**config.mk**
```make
export PLATFORM = sky130hd
export DESIGN_NAME = wam_btn
export DESIGN_NICKNAME = d
export VERILOG_FILES = /design/src/rtl/wam_btn.sv
export SDC_FILE = /design/constraint.sdc
export NUM_CORES = 1
export LEC_CHECK = 0
export ABC_AREA = 0
export CAP_MARGIN = 20
export CORE_ASPECT_RATIO = 1.25
export CORE_MARGIN = 2
export CORE_UTILIZATION = 45
export CTS_CLUSTER_DIAMETER = 40
export DETAILED_ROUTE_END_ITERATION = 16
export GPL_TIMING_DRIVEN = 0
export SLEW_MARGIN = 0
export SYNTH_ARGS = -nofsm -noshare
export SYNTH_HDL_FRONTEND = slang
export SYNTH_SLANG_ARGS = --single-unit
export TNS_END_PERCENT = 20
```
**constraint.sdc**
```tcl
create_clock -name clk -period 2.5 [get_ports clk]
set_clock_uncertainty 0.2 [all_clocks]
set_input_delay 0.5 -clock clk [delete_from_list [all_inputs] [get_ports clk]]
set_output_delay 0.5 -clock clk [all_outputs]
set_load 0.005 [all_outputs]
```
**src/rtl/wam_btn.sv**
```systemverilog
// Push-button conditioner: synchroniser, debounce filter and
// press/release/auto-repeat strobes for each button.
module wam_btn #(
    parameter int                 NBTN    = 3,
    parameter int                 DEB_CNT = 65536,
    parameter int                 REP_DLY = 2**24,
    parameter int                 REP_PER = 2**22,
    parameter logic [NBTN-1:0]    REP_EN  = 3'b110,
    parameter int                 CW      = 25
) (
    input  logic            clk,
    input  logic            clr_n,
    input  logic [NBTN-1:0] btn,
    output logic [NBTN-1:0] lvl,
    output logic [NBTN-1:0] pls,
    output logic [NBTN-1:0] rel
);

    typedef enum logic [1:0] {
        IDLE = 2'd0,
        HELD = 2'd1,
        RPT  = 2'd2
    } st_t;

    logic [NBTN-1:0] s1;
    logic [NBTN-1:0] s2;

    always_ff @(posedge clk or negedge clr_n) begin
        if (!clr_n) begin
            s1 <= '0;
            s2 <= '0;
        end else begin
            s1 <= btn;
            s2 <= s1;
        end
    end

    for (genvar i = 0; i < NBTN; i++) begin : g_btn
        st_t           st;
        st_t           st_nxt;
        logic [CW-1:0] deb_cnt;
        logic [CW-1:0] rep_cnt;
        logic [CW-1:0] rep_nxt;
        logic          lvl_q;
        logic          pls_q;
        logic          rel_q;
        logic          pls_d;
        logic          rel_d;
        logic          tog;
        logic          rise;
        logic          fall;

        assign tog  = (s2[i] != lvl_q) && (deb_cnt == CW'(DEB_CNT - 1));
        assign rise = tog && !lvl_q;
        assign fall = tog && lvl_q;

        always_ff @(posedge clk or negedge clr_n) begin
            if (!clr_n) begin
                deb_cnt <= '0;
                lvl_q   <= 1'b0;
            end else if (s2[i] == lvl_q) begin
                deb_cnt <= '0;
            end else if (tog) begin
                deb_cnt <= '0;
                lvl_q   <= ~lvl_q;
            end else begin
                deb_cnt <= deb_cnt + CW'(1);
            end
        end

        always_ff @(posedge clk or negedge clr_n) begin
            if (!clr_n) begin
                st      <= IDLE;
                rep_cnt <= '0;
                pls_q   <= 1'b0;
                rel_q   <= 1'b0;
            end else begin
                st      <= st_nxt;
                rep_cnt <= rep_nxt;
                pls_q   <= pls_d;
                rel_q   <= rel_d;
            end
        end

        always_comb begin
            st_nxt = st;
            unique case (st)
                IDLE: if (rise) st_nxt = HELD;
                HELD: begin
                    if (fall)
                        st_nxt = IDLE;
                    else if (REP_EN[i] &&
                             rep_cnt == CW'(REP_DLY - 1))
                        st_nxt = RPT;
                end
                RPT:  if (fall) st_nxt = IDLE;
                default: st_nxt = IDLE;
            endcase
        end

        // Release wins over a repeat that falls due in the same cycle.
        always_comb begin
            pls_d   = 1'b0;
            rel_d   = 1'b0;
            rep_nxt = rep_cnt;
            unique case (st)
                IDLE: begin
                    rep_nxt = '0;
                    pls_d   = rise;
                end
                HELD: begin
                    if (fall) begin
                        rel_d   = 1'b1;
                        rep_nxt = '0;
                    end else if (rep_cnt == CW'(REP_DLY - 1)) begin
                        if (REP_EN[i]) begin
                            pls_d   = 1'b1;
                            rep_nxt = '0;
                        end
                    end else begin
                        rep_nxt = rep_cnt + CW'(1);
                    end
                end
                RPT: begin
                    if (fall) begin
                        rel_d   = 1'b1;
                        rep_nxt = '0;
                    end else if (rep_cnt == CW'(REP_PER - 1)) begin
                        pls_d   = 1'b1;
                        rep_nxt = '0;
                    end else begin
                        rep_nxt = rep_cnt + CW'(1);
                    end
                end
                default: rep_nxt = '0;
            endcase
        end

        assign lvl[i] = lvl_q;
        assign pls[i] = pls_q;
        assign rel[i] = rel_q;
    end

endmodule

```
==> results.py <==
metrics = {
    "run": {
        "cap_violations": 0,
    },
    "pwr": {
        "vdd_drop_max_uv": 447.5,
        "power_mw": 4.776,
        "p_comb_share_pct": 2.4,
        "p_int_mw": 3.767,
        "cellPowerDensity_nw_per_um2": 566.8,
        "p_leak_nw": 3.427,
        "seqPwrFrac_pct": 49.9,
        "clkPwrFrac_pct": 47.7,
        "switchingPower_mw": 1.008,
        "p_sw_share_pct": 21.12,
    },
    "timing": {
        "hold_viol_final": 0,
        "relSlewSlack_pct": 35.97,
        "setup_viol": 0,
        "post-route-min-period_ps": 2467,
        "max_freq_mhz": 405.4,
        "period_share_pct": 98.66,
        "maxSlewViolCount": 0,
        "rsz0062_at_grt": "yes",
        "final.setup.tns_ps": 0,
        "tightest_slew_ps": 951.7,
    },
    "worst_hold_path": {
        "min_path_type": "register to register",
    },
    "clock_tree": {
        "numClockSinks": 145,
        "ctsHtreeMaxLevel": 4,
        "path_clk_slew_ps": 60,
        "cts_buffers": 17,
        "clockRootBuffer": "clkbuf_16",
        "clock_path_buffers": 2,
        "clkLatencyLatePin_ps": 420,
        "cts_tree": "yes",
    },
    "drt": {
        "avgRoutedWirePerCell_um": 13.54,
        "vias_per_cell": 5.285,
        "num_vias": 5465,
        "drt_iter0_drc": 239,
        "drt_wl_total_um": 14000,
        "postRouteAntennaNets": 0,
        "dr.pass1.iters": 5,
        "remaining_drc_errors": 0,
    },
    "critical_path": {
        "cpPeakStageDelay_ps": 580,
        "start_kind": "register",
        "cp_slowest_cell": "or4_4",
        "worstPathRequired_ps": 2630,
        "cp-end-kind": "register",
        "cp_max_fo": 5,
        "critPathKind": "register to register",
        "rrSetupSlack_ps": 30,
        "worstPathArrival_ps": 2600,
        "crit_chain": "nand4_1, or4_4, or2_4, or4b_1, o221ai_1",
    },
    "placement": {
        "io_buffers": 13,
        "gp_congestion": 0.8188,
        "post_dp_cell_area_um2": 7750,
        "hpwl_um": 9554,
    },
    "final_layout": {
        "multi_input_comb_area_um2": 3531,
        "drive_above_1_share_pct": 10.27,
        "final_common_cell": "nor2_1",
        "seq_area_um2": 3633,
        "fin_area_um2": 8426,
        "antennaDiodeCount": 0,
        "layout_common_cells": "nor2_1, dfrtp_1, xnor2_1",
        "nets": 823,
        "post-route-util_pct": 52.43,
        "synthToLayoutAreaGrowth_pct": 15.09,
        "num-fill-cells": 1497,
    },
    "grt": {
        "grt_antenna_before_repair": 0,
        "grt_pass1_vias": 5548,
        "grt_pass1_wl_um": 25010,
        "grt_use_total_pct": 17.35,
        "grt_overflow_total": 0,
        "grt_max_degree": 86,
    },
    "yosys": {
        "synth_cell_types": 53,
        "async_flop_share_pct": 100.0,
        "yosys_register_bits": 145,
        "synth_edf_count": 0,
        "synthFlopType": "dfrtp_1",
        "syn_area_um2": 7321,
        "syn_inst": 765,
        "ys_seq_area_share_pct": 49.56,
        "syn-num-nets": 783,
        "synth_warnings": 0,
        "synth.avg_cell_area_um2": 9.570,
    },
    "floorplanning": {
        "die_h_um": 146.6,
        "core_area_um2": 16070,
        "core.rowCount": 52,
        "die_area_um2": 17310,
        "ioPinCount": 14,
        "fp.dieW_um": 118.1,
        "initial_utilization_pct": 45.55,
    },
    "run_status": {
        "status": "finished clean",
    },
}
area by class of cell:
class / instances / area share (%)
flip-flops and latches: 145 / 43.12
multi-input cells: 569 / 41.91
clock buffers: 27 / 5.970
well taps: 216 / 3.208
repair buffers: 21 / 2.539
plain buffers: 31 / 2.034
inverters: 20 / 0.8910
clock inverters: 5 / 0.3267
kinds of logic (layout without fill, tap and decap cells):
family                     Yosys count  after routing  share of synthesized area [%]
and+or+nand+nor                    412            412                          28.27
DFF                                145            145                          49.56
xor gates and xnor gates           119            119                          14.24
buffers and inverters               51            104                          3.128
AOI/OAI and AO/OA                   24             24                          2.444
adders and majority gates           13             13                          2.222
muxes                                1              1                         0.1367
power by group through the flow:
stage,clock (mW),sequential (mW),combinational [mW]
3_3_place_gp,0,2.42,0.105
5_1_grt,2.45,2.38,0.135
2_1_floorplan,0,2.42,0.0420
6_report,2.28,2.38,0.115
3_5_place_dp,0,2.42,0.114
4_1_cts,2.34,2.38,0.119
stage by stage:
| stage | hold slack, ps | setup WS (ps) | cells |
|---|---|---|---|
| after detailed placement | 138.0 | -355.4 | 995 |
| after global routing | 163.3 | -31.33 | 1034 |
| final | 150.3 | 33.39 | 1034 |
| after CTS | 152.7 | 11.72 | 1029 |
| after global placement | 131.5 | -5017 | 994 |
| after floorplan | 4.409 | 111.4 | 765 |
sequential cells by signal, summed over array words and instances (netlist names):
register and count:
s2 3, g_btn.pls_q 3, g_btn.lvl_q 3, g_btn.rel_q 3
s1 3, g_btn.deb_cnt 75, g_btn.st 5, g_btn.rep_cnt 50
final timing paths:
check / start / endpoint / cells past startpoint
min in group asynchronous: clr_n / g_btn[0].deb_cnt[11] / 2
max in group asynchronous: clr_n / g_btn[2].rep_cnt[11] / 3
min reg2reg: s1[1] / s2[1] / 0
max reg2reg: g_btn[1].deb_cnt[11] / g_btn[1].st[0] / 5
max: g_btn[1].deb_cnt[11] / g_btn[1].st[0] / 5
min: s1[1] / s2[1] / 0
critical path, delay by kind of cell (launching register included):
kind	cells	cell delay (ps)
AO/OA/AOI/OAI	1	160
AND/OR/NAND/NOR	4	1620
flip-flops	1	400
timing repair:
item,CTS,global route
endpoints found under the setup margin,107,84
hold endpoints to repair,60,0
resized for setup,16,18
setup buffers,1,5
pin swaps,3,2
hold buffers,1,0
synthesized netlist by cell type, types with 2 or more instances:
cell type	count	area, um^2
a21boi_0	2	15.01
a21oi_1	3	15.01
a221oi_1	2	17.52
a41oi_1	2	17.52
and2_1	4	25.02
and3_1	13	81.33
and4_1	16	140.1
and4b_1	2	20.02
buf_1	2	7.510
buf_2	3	15.01
buf_4	9	67.56
clkbuf_1	17	63.81
dfrtp_1	145	3628
ha_1	13	162.7
inv_1	20	75.07
nand2_1	55	206.5
nand2b_1	2	12.51
nand3_1	48	240.2
nand4_1	41	256.5
nor2_1	159	596.8
nor3_1	22	110.1
nor3b_1	3	22.52
nor4_1	19	118.9
nor4b_1	2	17.52
o21a_1	2	15.01
o21ai_0	4	20.02
o221ai_1	2	17.52
or2_1	2	12.51
or2_2	4	25.02
or3_1	5	31.28
or3_2	2	15.01
or4b_1	2	20.02
xnor2_1	64	560.5
xor2_1	55	481.7
per-layer routing:
metal  vias up  wire length (um)  global-route usage [%]
met5         -                 0                       0
met4         0               210                   6.988
met3        18               291                   3.242
met2        63              7203                   30.38
met1      2697              6292                   20.99
li1       2687                 -                       -
No activity file was read; power rests on OpenSTA's default activity.
